### src/rtl/mem_port_arbiter_pkg.sv
// Shared types and helpers for the two-requester memory port arbiter.
package mem_port_arbiter_pkg;

    typedef struct packed {
        logic [31:0] addr;
        logic [31:0] wdata;
        logic        we;
    } mem_req_t;

    typedef struct packed {
        logic        valid;
        logic [31:0] rdata;
        logic        err;
    } mem_rsp_t;

    typedef enum logic {
        MEM_PORT_IF = 1'b0,
        MEM_PORT_D  = 1'b1
    } mem_port_e;

    localparam int CNT_W = 4;

    // Word index is addr[31:2]; the two byte-offset bits never affect the range.
    function automatic logic addr_in_range(input logic [31:0] addr,
                                           input int unsigned depth);
        return {2'b00, addr[31:2]} < depth;
    endfunction

endpackage

### src/rtl/mem_port_arbiter_starve_counter.sv
// Counts consecutive conflicts IF has lost; saturates at STARVE_LIMIT.
import mem_port_arbiter_pkg::*;

module arb_starve_counter #(
    parameter int STARVE_LIMIT = 4
) (
    input  logic clk,
    input  logic rst,
    input  logic inc,
    input  logic clr,
    output logic at_limit
);

    logic [CNT_W-1:0] cnt;

    // Clear wins over increment; hold once the limit is reached.
    always_ff @(posedge clk) begin
        if (rst || clr)
            cnt <= '0;
        else if (inc && (cnt != CNT_W'(STARVE_LIMIT)))
            cnt <= cnt + 1'b1;
    end

    assign at_limit = (cnt == CNT_W'(STARVE_LIMIT));

endmodule

### src/rtl/mem_port_arbiter.sv
// Shares one single-port word memory between instruction fetch and
// load/store. D has fixed priority; IF is forced through after
// STARVE_LIMIT lost conflicts. Responses are registered, one cycle later.
import mem_port_arbiter_pkg::*;

module mem_port_arbiter #(
    parameter int DEPTH_WORDS  = 255,
    parameter int STARVE_LIMIT = 4
) (
    input  logic        clk,
    input  logic        rst,
    input  logic        if_req,
    input  logic [31:0] if_addr,
    output logic        if_ready,
    output logic        if_rvalid,
    output logic [31:0] if_rdata,
    output logic        if_rerr,
    input  logic        d_req,
    input  logic [31:0] d_addr,
    input  logic [31:0] d_wdata,
    input  logic        d_we,
    output logic        d_ready,
    output logic        d_rvalid,
    output logic [31:0] d_rdata,
    output logic        d_rerr,
    output logic [31:0] mem_address,
    output logic [31:0] mem_write_data,
    output logic        mem_write_enable,
    input  logic [31:0] mem_read_data
);

    mem_req_t  d_cmd;
    mem_rsp_t  if_rsp, d_rsp;
    mem_port_e sel, last_sel;
    logic      gnt_if, gnt_d, at_limit;
    logic      if_in_range, d_in_range;

    assign d_cmd       = '{addr: d_addr, wdata: d_wdata, we: d_we};
    assign if_in_range = addr_in_range(if_addr, DEPTH_WORDS);
    assign d_in_range  = addr_in_range(d_cmd.addr, DEPTH_WORDS);

    // Grant: D unless IF has hit its starvation cap; nothing during reset.
    always_comb begin
        gnt_if = 1'b0;
        gnt_d  = 1'b0;
        if (!rst) begin
            if (d_req && !(if_req && at_limit))
                gnt_d = 1'b1;
            else if (if_req)
                gnt_if = 1'b1;
        end
    end

    // Idle cycles keep the previous select so the address bus does not toggle.
    always_comb begin
        sel = last_sel;
        if (gnt_d)
            sel = MEM_PORT_D;
        else if (gnt_if)
            sel = MEM_PORT_IF;
    end

    // Remember the last port that drove the memory.
    always_ff @(posedge clk) begin
        if (rst)
            last_sel <= MEM_PORT_IF;
        else
            last_sel <= sel;
    end

    // Counts only real conflicts lost by IF; any cycle without an IF request
    // or with an IF grant restarts the window.
    arb_starve_counter #(.STARVE_LIMIT(STARVE_LIMIT)) u_starve (
        .clk      (clk),
        .rst      (rst),
        .inc      (if_req & gnt_d),
        .clr      (gnt_if | ~if_req),
        .at_limit (at_limit)
    );

    assign if_ready         = gnt_if;
    assign d_ready          = gnt_d;
    assign mem_address      = (sel == MEM_PORT_D) ? d_cmd.addr : if_addr;
    assign mem_write_data   = d_cmd.wdata;
    assign mem_write_enable = gnt_d & d_cmd.we & d_in_range;

    // Capture read data of the granted port; out-of-range reads return 0.
    always_ff @(posedge clk) begin
        if (rst) begin
            if_rsp <= '0;
            d_rsp  <= '0;
        end else begin
            if_rsp.valid <= gnt_if;
            d_rsp.valid  <= gnt_d;
            if (gnt_if) begin
                if_rsp.rdata <= if_in_range ? mem_read_data : 32'h0;
                if_rsp.err   <= ~if_in_range;
            end
            if (gnt_d) begin
                d_rsp.rdata <= d_in_range ? mem_read_data : 32'h0;
                d_rsp.err   <= ~d_in_range;
            end
        end
    end

    assign if_rvalid = if_rsp.valid;
    assign if_rdata  = if_rsp.rdata;
    assign if_rerr   = if_rsp.err;
    assign d_rvalid  = d_rsp.valid;
    assign d_rdata   = d_rsp.rdata;
    assign d_rerr    = d_rsp.err;

endmodule

### config.mk
export PLATFORM = sky130hd
export DESIGN_NAME = mem_port_arbiter
export DESIGN_NICKNAME = d
export VERILOG_FILES = /design/src/rtl/mem_port_arbiter_pkg.sv /design/src/rtl/mem_port_arbiter_starve_counter.sv /design/src/rtl/mem_port_arbiter.sv
export SDC_FILE = /design/constraint.sdc
export NUM_CORES = 1
export LEC_CHECK = 0
export BUFFER_PORTS_ARGS = -buffer_cell sky130_fd_sc_hd__buf_2
export CORE_AREA = 2 2 105 107
export CTS_CLUSTER_SIZE = 25
export DETAILED_ROUTE_END_ITERATION = 8
export DIE_AREA = 0 0 107 109
export GPL_TIMING_DRIVEN = 0
export PLACE_DENSITY = 0.77
export SLEW_MARGIN = 20
export SYNTH_ARGS = -nofsm -noshare
export SYNTH_HDL_FRONTEND = slang
export SYNTH_SLANG_ARGS = --single-unit
export TNS_END_PERCENT = 30
### constraint.sdc
create_clock -name clk -period 2.6 [get_ports clk]
set_clock_uncertainty 0.05 [all_clocks]
set_input_delay 0.52 -clock clk [delete_from_list [all_inputs] [get_ports clk]]
set_output_delay 0.52 -clock clk [all_outputs]
set_load 0.03 [all_outputs]
# --- After elaboration in Yosys (flattened, before gate mapping) ---
# Index checks and enable logic that the tools add are counted.
totals:
  register_bits: 73
  out_inout_bits: 135
classes:
  add_sub_neg: 1
  order_cmp: 2
  eq_ne: 2
  mux: 10
  n_bitwise: 7
  reduce_logical: 5
op_table:
  columns: ["operator", "n"]
  rows:
  - ["$mux 32", 3]
  - ["$lt 30x8->1 const B", 2]
  - ["$mux 1", 7]
  - ["$add 4x1->4 const B", 1]
  - ["$eq 4x3->1 const B", 1]
  - ["$ne 4x3->1 const B", 1]
  - ["$and 1x1->1", 3]
  - ["$logic_and 1x1->1", 3]
  - ["$not 1->1", 3]
  - ["$logic_not 1->1", 1]
  - ["$logic_or 1x1->1", 1]
  - ["$or 1x1->1", 1]

# --- Logic depth before layout (Yosys ltp) ---
# Gate-level depths: netlist of the first run.
logic_depth:
  depth_word: 9
  mapped_depth: 8
  depth_no_buf: 6

# --- By module ---
# From an unflattened synthesis of the first run, not the netlist that was laid out.
unflattened:
  cells_unflattened: 314
  hier_area_um2: 3206.8
modules_own_cells:
  columns: ["module", "instances", "cells_per_inst", "area_each_um2"]
  rows:
  - ["mem_port_arbiter", 1, 289, 2977.9]
  - ["arb_starve_counter", 1, 25, 229.0]

# --- Worst setup path before layout of the first run ---
# OpenSTA, ideal clock, no wires.
synth_path:
  path_type: "input-to-output"
  from: "input d_addr[22]"
  to: "output mem_write_enable"
  t_arrival_ps: 2302
  t_required_ps: 2030
  path_slack_ps: -272
  stages: 5
  path_buffers: 1
  cell_sequence: "nor4_1 and4_1 o2111ai_2 buf_2 nor4_1"
synth_via:
  elab_chain_len: 2
synth_rtl:
  columns: ["element", "line_no", "rtl"]
  rows:
  - ["from (decl)", "mem_port_arbiter.sv:19", "input logic [31:0] d_addr,"]
  - ["$lt 30x8->1", "mem_port_arbiter_pkg.sv:26", "return {2'b00, addr[31:2]} < depth;"]
  - ["$and 1x1->1", "mem_port_arbiter.sv:85", "assign mem_write_enable = gnt_d & d_cmd.we & d_in_range;"]
  - ["to (decl)", "mem_port_arbiter.sv:28", "output logic mem_write_enable,"]
# Every way passes these cells.

# --- Worst setup path after layout of the first run ---
layout_path:
  from: "register u_starve.cnt[0]"
  to: "output mem_address[17]"
layout_via:
  elab_chain_len: 9
  elab_cells_between_ends: 11
  cone_classes: "eq/ne (1); mux (7); reduce/logical (3)"
layout_rtl:
  columns: ["element", "line_no", "rtl"]
  rows:
  - ["from (decl)", "mem_port_arbiter_starve_counter.sv:14", "logic [CNT_W-1:0] cnt;"]
  - ["from (signal assigned)", "mem_port_arbiter_starve_counter.sv:21", "cnt <= cnt + 1'b1;"]
  - ["$eq 4x3->1 *", "mem_port_arbiter_starve_counter.sv:24", "assign at_limit = (cnt == CNT_W'(STARVE_LIMIT));"]
  - ["$logic_and 1x1->1 *", "mem_port_arbiter.sv:47", "if (d_req && !(if_req && at_limit))"]
  - ["$logic_not 1->1 *", "mem_port_arbiter.sv:47", null]
  - ["$logic_and 1x1->1 *", "mem_port_arbiter.sv:47", null]
  - ["$mux 1", "mem_port_arbiter.sv:47", null]
  - ["$mux 1", "mem_port_arbiter.sv:46", "if (!rst) begin"]
  - ["$mux 1", "mem_port_arbiter.sv:59", "else if (gnt_if)"]
  - ["$mux 1 *", "mem_port_arbiter.sv:57", "if (gnt_d)"]
  - ["$mux 32 *", "mem_port_arbiter.sv:83", "assign mem_address = (sel == MEM_PORT_D) ? d_cmd.addr : if_addr;"]
  - ["to (decl)", "mem_port_arbiter.sv:26", "output logic [31:0] mem_address,"]
# Mark *: on every way between the ends. The rest lies on a longest branch, timed or not.

==> out/results.txt, run 1 <==
#FFs+latches synth: 73
Synth warn: 0
Post-DRT Antenna Nets: 0
DRC Markers: 0
DRT iter0 DRCs: 197
Clk_lat worst skew: 340 ps
Synth top area cells: dfxtp_1, o41ai_2, nand3b_1
Worst hold margin: 430.9 ps
Hold-fix buffers, CTS: 0
First-pass GRT wire length: 22.71 mm
TritonCTS Buffers: 9
Vias in the first global route: 4363
Worst Setup Path Type: register to output port
Origin of the worst setup path: u_starve.cnt[0]
Fraction of layout cells with a size suffix above 1: 64.09%
Initial Util: 40.57%
Vias per inst: 5.309
Post-synth top cells: dfxtp_1, nand3b_1, o41ai_2, inv_1, buf_4
Clk buf depth: 2
HPWL Detailed: 11.68 mm
Dpl ws: -326.7 ps
Failing checks: negative setup slack
Power density cells: 449.7 nW/um^2
Status: finished with violations
Peak supply drop: 0.3180 mV
Avg Synthesized Cell Area: 10.92 um^2
Final setup margin: -211.7 ps
Setup Viol. Count Final: 33
CP Launch Type: register
Worst Reg2Reg Path Length in Cells: 9
Leading area contributor after synthesis: dfxtp_1
Unrepaired setup endpoints after global routing: yes
Post-synth top flop: dfxtp_1
End point of the worst hold path: if_rdata[20]
Die width: 107 um
Port Buf Inserts: 235
# rows: 38
DIE AREA: 11660 um^2
Reg clk slew, reported paths: 90 ps
Diode count: 0
Critical path arrival: 2240 ps
Vias: 4247
Clock Sink Count: 73
Slew Limit Fails: 0
Number of flops mapped to enable cells by yosys: 0
Area Overhead vs Synth: 48.92%
Fin nets: 790
Final min period: 2812 ps
Detail-routed net length per standard cell: 19.31 um
Mapped Cells: 394
Mapped Nets: 529
Max_cap viols: 0
Hold Path Cell Cnt: 3
Terminus of the critical flop-to-flop path: d_rdata[10]
GRT Overall Usage: 25.34%
Reg2reg start: u_starve.cnt[0]
CTS Root Cell: clkbuf_8
First-pass iteration count of the detailed router: 4
Largest net degree at the start of global routing: 14
CP Max Fanout: 5
HP Class: input port to register
Total Wirelength: 15.45 mm
Setup crit end kind: output port
Yosys top cell area share: 33.97%
Vert. Die Dim: 109 um
CP required: 2030 ps
R2R setup slack: 480 ps
Initial antenna violation count: 0
Most frequent cell after synthesis: dfxtp_1
Ports: 268
Share of synthesized registers carrying an async set or reset: 0%
CTS HTree Levels: 3
Max_slew headroom: 47.61%
Max Clock Freq: 0.3557 GHz
Core area: 10600 um^2
Distinct cells, synth: 31
Hold Fails Final Rpt: 0
Gr ovfl total: 0
Area of the mapped netlist: 4302 um^2
Period utilization: 108.1%
Worst Min Path Start: mem_read_data[20]
Worst slew pin tran: 785.9 ps
P_leak: 0.003236 uW
Routability cong.: 1.044
Register area share after synthesis: 33.97%
CTS tree: built
-- power breakdown --
part / switching, uW / total [uW] / internal [uW] / leakage, uW
Combinational: 452 / 829 / 377 / 0.00255
Clock: 452 / 928 / 475 / 0.0000962
Sequential: 2.10 / 1120 / 1120 / 0.000590
-- critical path: stages (launching register included) --
cell and delay, ps:
dfxtp_2 350, inv_2 50, ha_4 150, and3b_2 230, o21ai_4 140, o22a_1 160
buf_6 140, buf_12 120, buf_12 110, mux2_4 320, buf_6 140
-- flip-flops by register name, summed over array words and instances, names as in the netlist --
signal	count
d_rerr	1
d_rvalid	1
d_rdata	32
if_rdata	32
if_rerr	1
last_sel	1
u_starve.cnt	4
if_rvalid	1
-- layer usage --
layer / vias up / global-route usage [%] / wire [um]
met5: - / 0 / 0
met4: 0 / 10.58 / 358
met3: 35 / 6.814 / 1278
met2: 193 / 44.54 / 7770
met1: 2061 / 29.15 / 6042
li1: 1958 / - / -
-- layout by cell type, fill, tap and decap left out, types with 2 or more instances in the layout --
cell / synthesis / routed
dfxtp_2: 0 / 2
nand3b_1: 65 / 65
o41ai_1: 7 / 7
buf_2: 14 / 215
nor4_2: 0 / 3
o21a_1: 2 / 2
clkbuf_4: 0 / 3
inv_1: 39 / 37
buf_16: 0 / 2
nor2_1: 10 / 10
buf_12: 0 / 6
clkbuf_8: 0 / 10
clkinvlp_4: 0 / 2
o41ai_2: 57 / 57
inv_2: 0 / 2
nand3_1: 2 / 2
buf_1: 4 / 4
nand2_1: 2 / 2
nand4_1: 4 / 4
clkbuf_1: 17 / 14
nor4_4: 0 / 2
dfxtp_1: 73 / 71
mux2_4: 29 / 32
buf_6: 3 / 35
a21oi_1: 4 / 4
o21ai_4: 0 / 2
buf_4: 33 / 42
nor4_1: 11 / 6
-- cells by family (layout without fill, tap and decap cells) --
| family | count (synthesis) | count (layout) | share of synthesized area (%) |
|---|---|---|---|
| XOR/XNOR | 1 | 1 | 0.2036 |
| multiplexers | 32 | 32 | 10.91 |
| AO/OA/AOI/OAI | 76 | 76 | 25.07 |
| AND/OR/NAND/NOR | 100 | 100 | 15.85 |
| buffers and inverters | 110 | 376 | 13.41 |
| flip-flops | 73 | 73 | 33.97 |
| adder cells (fa/ha/maj) | 2 | 2 | 0.5816 |
-- how the worst max path moves through the flow --
stage,endpoint,slack [ps],cells after the start
final,mem_address[17],-210,10
after global routing,mem_address[17],-280,10
after CTS,mem_address[17],-220,10
after detailed placement,mem_write_enable,-330,7
after global placement,mem_write_enable,-360,7
after floorplan,mem_write_enable,80,5
-- through the flow --
step           std cells  total power (uW)  util (%)  setup TNS, ps  instance area [um^2]
6_report             800              2881     60.42          -5254                  6406
3_3_place_gp         769              1808     53.37          -3754                  5659
4_1_cts              798              2891     60.14          -5958                  6376
5_1_grt              800              2986     60.42          -7554                  6406
3_5_place_dp         769              1820     53.37          -5827                  5659
2_1_floorplan        394              1599         -              0                  4308
-- area by class of cell --
type / instances / area (um^2)
well taps: 140 / 175.2
plain buffers: 71 / 479.2
multi-input cells: 211 / 2365
clock buffers: 11 / 141.4
repair buffers: 250 / 1573
clock inverters: 5 / 62.56
flip-flops and latches: 73 / 1464
inverters: 39 / 146.4
fillers: 895 / 4197
-- repair_timing --
| item | 4_1_cts | 5_1_grt |
|---|---|---|
| pin swaps | 5 | 2 |
| gates cloned | 2 | 0 |
| endpoints found under the setup margin | 35 | 35 |
| resized for setup | 99 | 9 |
| setup buffers | 11 | 2 |
(Power assumes the default switching activity.)
==> run 2: changes to the inputs <==
- CELL_PAD_IN_SITES_DETAIL_PLACEMENT: default -> 1
- CELL_PAD_IN_SITES_GLOBAL_PLACEMENT: default -> 1
- CORE_AREA: 2 2 105 107 -> default
- CORE_UTILIZATION: default -> 31
- DIE_AREA: 0 0 107 109 -> default
- PLACE_DENSITY: 0.77 -> default
- PLACE_DENSITY_LB_ADDON: default -> 0.1
==> out/results.txt, run 2 (synthesized netlist as in run 1, its figures left out) <==
CP Launch Type: register
Hold Path Cell Cnt: 3
Top delay family on crit path: buffers and inverters
Final setup margin: -239.8 ps
Worst Min Path Start: mem_read_data[31]
Routability cong.: 0.8269
Reg2reg start: u_starve.cnt[0]
GRT Overall Usage: 22.73%
Multi-input gate area: 2359 um^2
Clk_lat worst skew: 340 ps
CTS Root Cell: clkbuf_16
Initial antenna violation count: 1
Setup Viol. Count Final: 32
Commonest non-fill, non-tap cell in the layout: buf_2
DIE AREA: 14350 um^2
HPWL Detailed: 12.73 mm
Status: finished with violations
Final min period: 2840 ps
Fillers: 1526
Port Buf Inserts: 235
Power, Total: 3312 uW
Vias in the first global route: 4391
Vias per inst: 4.967
Slew Limit Fails: 0
Max stage delay cell, worst path: dfxtp_2
CTS HTree Levels: 3
Max_cap viols: 0
Unrepaired setup endpoints after global routing: yes
First-pass iteration count of the detailed router: 4
Max_slew headroom: 47.11%
Fin nets: 796
Crit path cell chain: inv_2 -> ha_4 -> and3b_2 -> o21ai_4 -> o22a_1 -> buf_6 -> buf_12 -> buf_12 -> mux2_4 -> buf_6
CP required: 2030 ps
Register Area: 1464 um^2
Worst slew pin tran: 793.3 ps
DRT iter0 DRCs: 125
Clk buf depth: 2
Vias: 4182
HP Class: input port to register
TritonCTS Buffers: 9
First-pass GRT wire length: 24.92 mm
Clock Sink Count: 73
Failing checks: negative setup slack
Die width: 119.8 um
Detail-routed net length per standard cell: 19.68 um
Worst Reg2Reg Path Length in Cells: 10
Gr ovfl total: 0
Largest net degree at the start of global routing: 13
Most frequent cells in the layout: buf_2, dfxtp_1, nand3b_1
# rows: 42
Max Clock Freq: 0.3521 GHz
Core area: 13400 um^2
CP Max Fanout: 6
Critical path arrival: 2270 ps
Power density cells: 503.0 nW/um^2
Hold Fails Final Rpt: 0
Worst Setup Path Type: register to output port
Fraction of layout cells with a size suffix above 1: 64.51%
# placed instances: 805
Setup tns final: -5337 ps
Vert. Die Dim: 119.8 um
CP bufs+invs: 5
CTS tree: built
DRC Markers: 0
Peak supply drop: 0.2470 mV
Period utilization: 109.2%
Total Wirelength: 16.57 mm
End point of the worst hold path: d_rdata[31]
Finished Layout Cells: 842
Initial Util: 32.10%
Setup crit end kind: output port
Crit-path max cell delay: 340 ps
P_leak: 0.003307 uW
Origin of the worst setup path: u_starve.cnt[0]
Area Overhead vs Synth: 53.08%
Terminus of the critical flop-to-flop path: if_rdata[9]
Hold-fix buffers, CTS: 0
Post-DRT Antenna Nets: 0
Reg clk slew, reported paths: 60 ps
Ports: 268
R2R setup slack: 470 ps
==> run 2: cell count changes in the layout (fill, tap and decap cells not counted), moves of 2 or more <==
| cell | previous run | this run |
|---|---|---|
| buf_4 | 42 | 53 |
| nor4_2 | 3 | 5 |
| clkbuf_8 | 10 | 2 |
| clkbuf_16 | 0 | 9 |
| buf_6 | 35 | 33 |
| clkbuf_4 | 3 | 1 |
==> run 2: per-stage QoR <==
stage	instance area, um^2	hold WS (ps)	worst slack [ps]	util, %
6_report	6585	438.6	-239.8	49.14
5_1_grt	6585	449.2	-292.4	49.14
4_1_cts	6465	426.9	-268.9	48.24
3_5_place_dp	5704	428.0	-301.5	42.57
3_3_place_gp	5704	416.8	-311.6	42.57
2_1_floorplan	4308	411.8	82.67	-
==> run 2: power breakdown <==
| group | switching [uW] | leakage [uW] | internal [uW] |
|---|---|---|---|
| clock network | 489 | 0.000158 | 889 |
| registers | 2.01 | 0.000590 | 1120 |
| logic | 446 | 0.00256 | 363 |
| total | 936 | 0.00331 | 2380 |
==> run 2: worst max-delay path by stage <==
| stage | to | cells past startpoint |
|---|---|---|
| finish | mem_address[24] | 10 |
| global route | mem_address[24] | 10 |
| CTS | mem_address[24] | 10 |
| detailed placement | mem_write_enable | 7 |
| global placement | mem_write_enable | 7 |
| floorplan | mem_write_enable | 5 |
==> run 2: cell type report <==
| class | count | share of cell area (%) |
|---|---|---|
| repair buffers | 256 | 24.02 |
| clock inverters | 4 | 1.159 |
| multi-input cells | 211 | 35.82 |
| clock buffers | 11 | 3.838 |
| flip-flops and latches | 73 | 22.23 |
| plain buffers | 71 | 7.334 |
| well taps | 176 | 3.344 |
| diodes | 1 | 0.03800 |
| inverters | 39 | 2.223 |
==> run 2: routing by layer <==
layer / global-route usage [%] / vias up / share of wire [%]
met5: 0 / - / 0
met4: 7.969 / 0 / 2.1
li1: - / 1971 / -
met3: 5.751 / 29 / 6.4
met1: 26.16 / 2015 / 40
met2: 40.50 / 167 / 51
==> run 2: repair_timing <==
action                     in CTS  in global routing
pin swaps                       4                  3
buffers inserted               10                 10
cloned                          2                  0
setup endpoints to repair      35                 35
resized for setup              86                 23
==> run 2: worst min-delay path: stages <==
cell	delay (ps)
buf_2	100
inv_1	70
o41ai_2	80
==> run 3: changes to the inputs <==
- ABC_AREA: default -> 1
- CORE_UTILIZATION: 31 -> 26
==> out/results.txt, run 3 <==
Fraction of layout cells with a size suffix above 1: 43.73%
Core area: 13300 um^2
Register area share after synthesis: 41.05%
Period utilization: 98.12%
P_leak: 0.002765 uW
Mapped Nets: 658
Worst slew pin tran: 572.9 ps
Fillers: 1768
DRC Markers: 0
Yosys top cell area share: 41.05%
Number of flops mapped to enable cells by yosys: 0
Leading area contributor after synthesis: dfxtp_1
Die width: 119.0 um
Worst Setup Path Type: register to output port
Detail-routed net length per standard cell: 14.60 um
Hold Fails Final Rpt: 0
First-pass GRT wire length: 21.38 mm
HPWL Detailed: 11.00 mm
End point of the worst hold path: u_starve.cnt[0]
Gr ovfl total: 0
DIE AREA: 14160 um^2
Distinct cells, synth: 23
Reg clk slew, reported paths: 60 ps
# rows: 42
Crit-path max cell delay: 350 ps
Status: finished clean
Hold-fix buffers, CTS: 0
#FFs+latches synth: 73
Post-synth top cells: nand2_1, dfxtp_1, a21oi_1, nand3_1, buf_4
Post-DRT Antenna Nets: 0
Commonest non-fill, non-tap cell in the layout: buf_2
Clk buf depth: 2
Mapped Cells: 523
CTS Root Cell: clkbuf_16
Setup tns final: 0 ps
Unrepaired setup endpoints after global routing: yes
Hold Path Cell Cnt: 1
Max_cap viols: 0
Setup Viol. Count Final: 0
Max_slew headroom: 61.80%
Most frequent cell after synthesis: nand2_1
Area Overhead vs Synth: 58.73%
Largest net degree at the start of global routing: 13
Synth top area cells: dfxtp_1, nand2_1, a21oi_1
TritonCTS Buffers: 9
HP Class: register to register
Power density cells: 543.4 nW/um^2
Crit path cell chain: inv_2 -> ha_4 -> nand2_4 -> nor2_4 -> nand2_4 -> nand2_4 -> nand3_4 -> nand2_8 -> clkinv_8 -> buf_6 -> nand2_1 -> nand2_1 -> buf_4
Vias in the first global route: 4272
R2R setup slack: 640 ps
Synth warn: 0
Initial Util: 26.77%
CP required: 2030 ps
Ports: 268
Reg2reg start: u_starve.cnt[0]
Avg Synthesized Cell Area: 6.806 um^2
Terminus of the critical flop-to-flop path: if_rdata[29]
CP Launch Type: register
Routability cong.: 0.7779
Initial antenna violation count: 1
Max Clock Freq: 0.3920 GHz
Slew Limit Fails: 0
GRT Overall Usage: 19.16%
Clk_lat worst skew: 330 ps
Final min period: 2551 ps
Share of synthesized registers carrying an async set or reset: 0%
Clock Sink Count: 73
Vert. Die Dim: 119.0 um
Max stage delay cell, worst path: dfxtp_4
Fin nets: 912
Setup crit end kind: output port
Post-synth top flop: dfxtp_1
First-pass iteration count of the detailed router: 5
Most frequent cells in the layout: buf_2, nand2_1, dfxtp_1
Total Wirelength: 14.01 mm
Worst Min Path Start: u_starve.cnt[0]
Critical path arrival: 1980 ps
DRT iter0 DRCs: 181
CTS tree: built
Worst Reg2Reg Path Length in Cells: 12
Port Buf Inserts: 234
Worst hold margin: 389.2 ps
Area of the mapped netlist: 3560 um^2
Post-layout util: 42.50%
Peak supply drop: 0.2937 mV
Cell mode on critical path: nand2_4
Vias: 4372
Vias per inst: 4.559
CTS HTree Levels: 3
CP Max Fanout: 10
==> run 3: kinds of logic (layout without fill, tap and decap cells) <==
group / after synthesis / count (layout) / synth area share (%)
other: 0 / 1 / 0
and+or+nand+nor: 295 / 295 / 34.80
buffers and inverters: 78 / 337 / 12.79
DFF: 73 / 73 / 41.05
adders and majority gates: 2 / 2 / 0.7029
xor gates and xnor gates: 1 / 1 / 0.2461
AOI/OAI and AO/OA: 74 / 74 / 10.40
==> run 3: how the worst max path moves through the flow <==
stage	cells past startpoint	slack [ps]	start	end
global placement	9	50	d_addr[24]	mem_write_enable
detailed placement	9	60	d_addr[24]	mem_write_enable
finish	13	50	u_starve.cnt[0]	mem_address[17]
CTS	12	-10	u_starve.cnt[0]	mem_address[30]
floorplan	7	60	rst	mem_address[24]
global route	12	-60	u_starve.cnt[0]	mem_address[18]
==> run 3: area by class of cell <==
type | count | area [um^2] | share of cell area [%]
Sequential cell | 73 | 1466 | 25.95
Tap cell | 176 | 220.2 | 3.897
Inverter | 14 | 65.06 | 1.151
Timing Repair Buffer | 243 | 1413 | 25.00
Antenna cell | 1 | 2.502 | 0.04429
Clock buffer | 11 | 242.7 | 4.296
Clock inverter | 5 | 55.05 | 0.9743
Buffer | 64 | 437.9 | 7.750
Multi-Input combinational cell | 372 | 1748 | 30.93
==> run 3: timing repair <==
action	4_1_cts	5_1_grt
gates cloned	0	1
setup endpoints to repair	32	34
gates resized for setup	40	60
pin swaps	2	9
hold endpoints to repair	0	0
buffers inserted	2	6
==> run 3: stage by stage <==
stage	cells	instance area (um^2)	setup WS [ps]	total power [uW]
final	959	5650	49.00	3070
after global routing	958	5648	-60.31	3200
after CTS	951	5368	-10.27	3034
after detailed placement	933	4951	61.40	1757
after global placement	933	4951	45.01	1749
after floorplan	523	3560	64.88	1520
==> run 3: worst max-delay path, delay by kind of cell, from the launching register on <==
family / cells / cell delay [ps]
adder cells (fa/ha/maj): 1 / 130
buffers and inverters: 4 / 440
flip-flops: 1 / 350
AND/OR/NAND/NOR: 8 / 720
==> run 3: where the power goes <==
| part | switching, uW | internal, uW |
|---|---|---|
| logic | 433 | 287 |
| registers | 2.42 | 1120 |
| clock network | 460 | 765 |
| total | 895 | 2180 |
==> run 3: per-layer routing <==
metal / up-vias / wire, um / global-route usage, %
met5: - / 13 / 0
met4: 2 / 192 / 5.222
met3: 17 / 926 / 4.789
met2: 162 / 7397 / 35.54
met1: 2026 / 5475 / 21.47
li1: 2165 / - / -
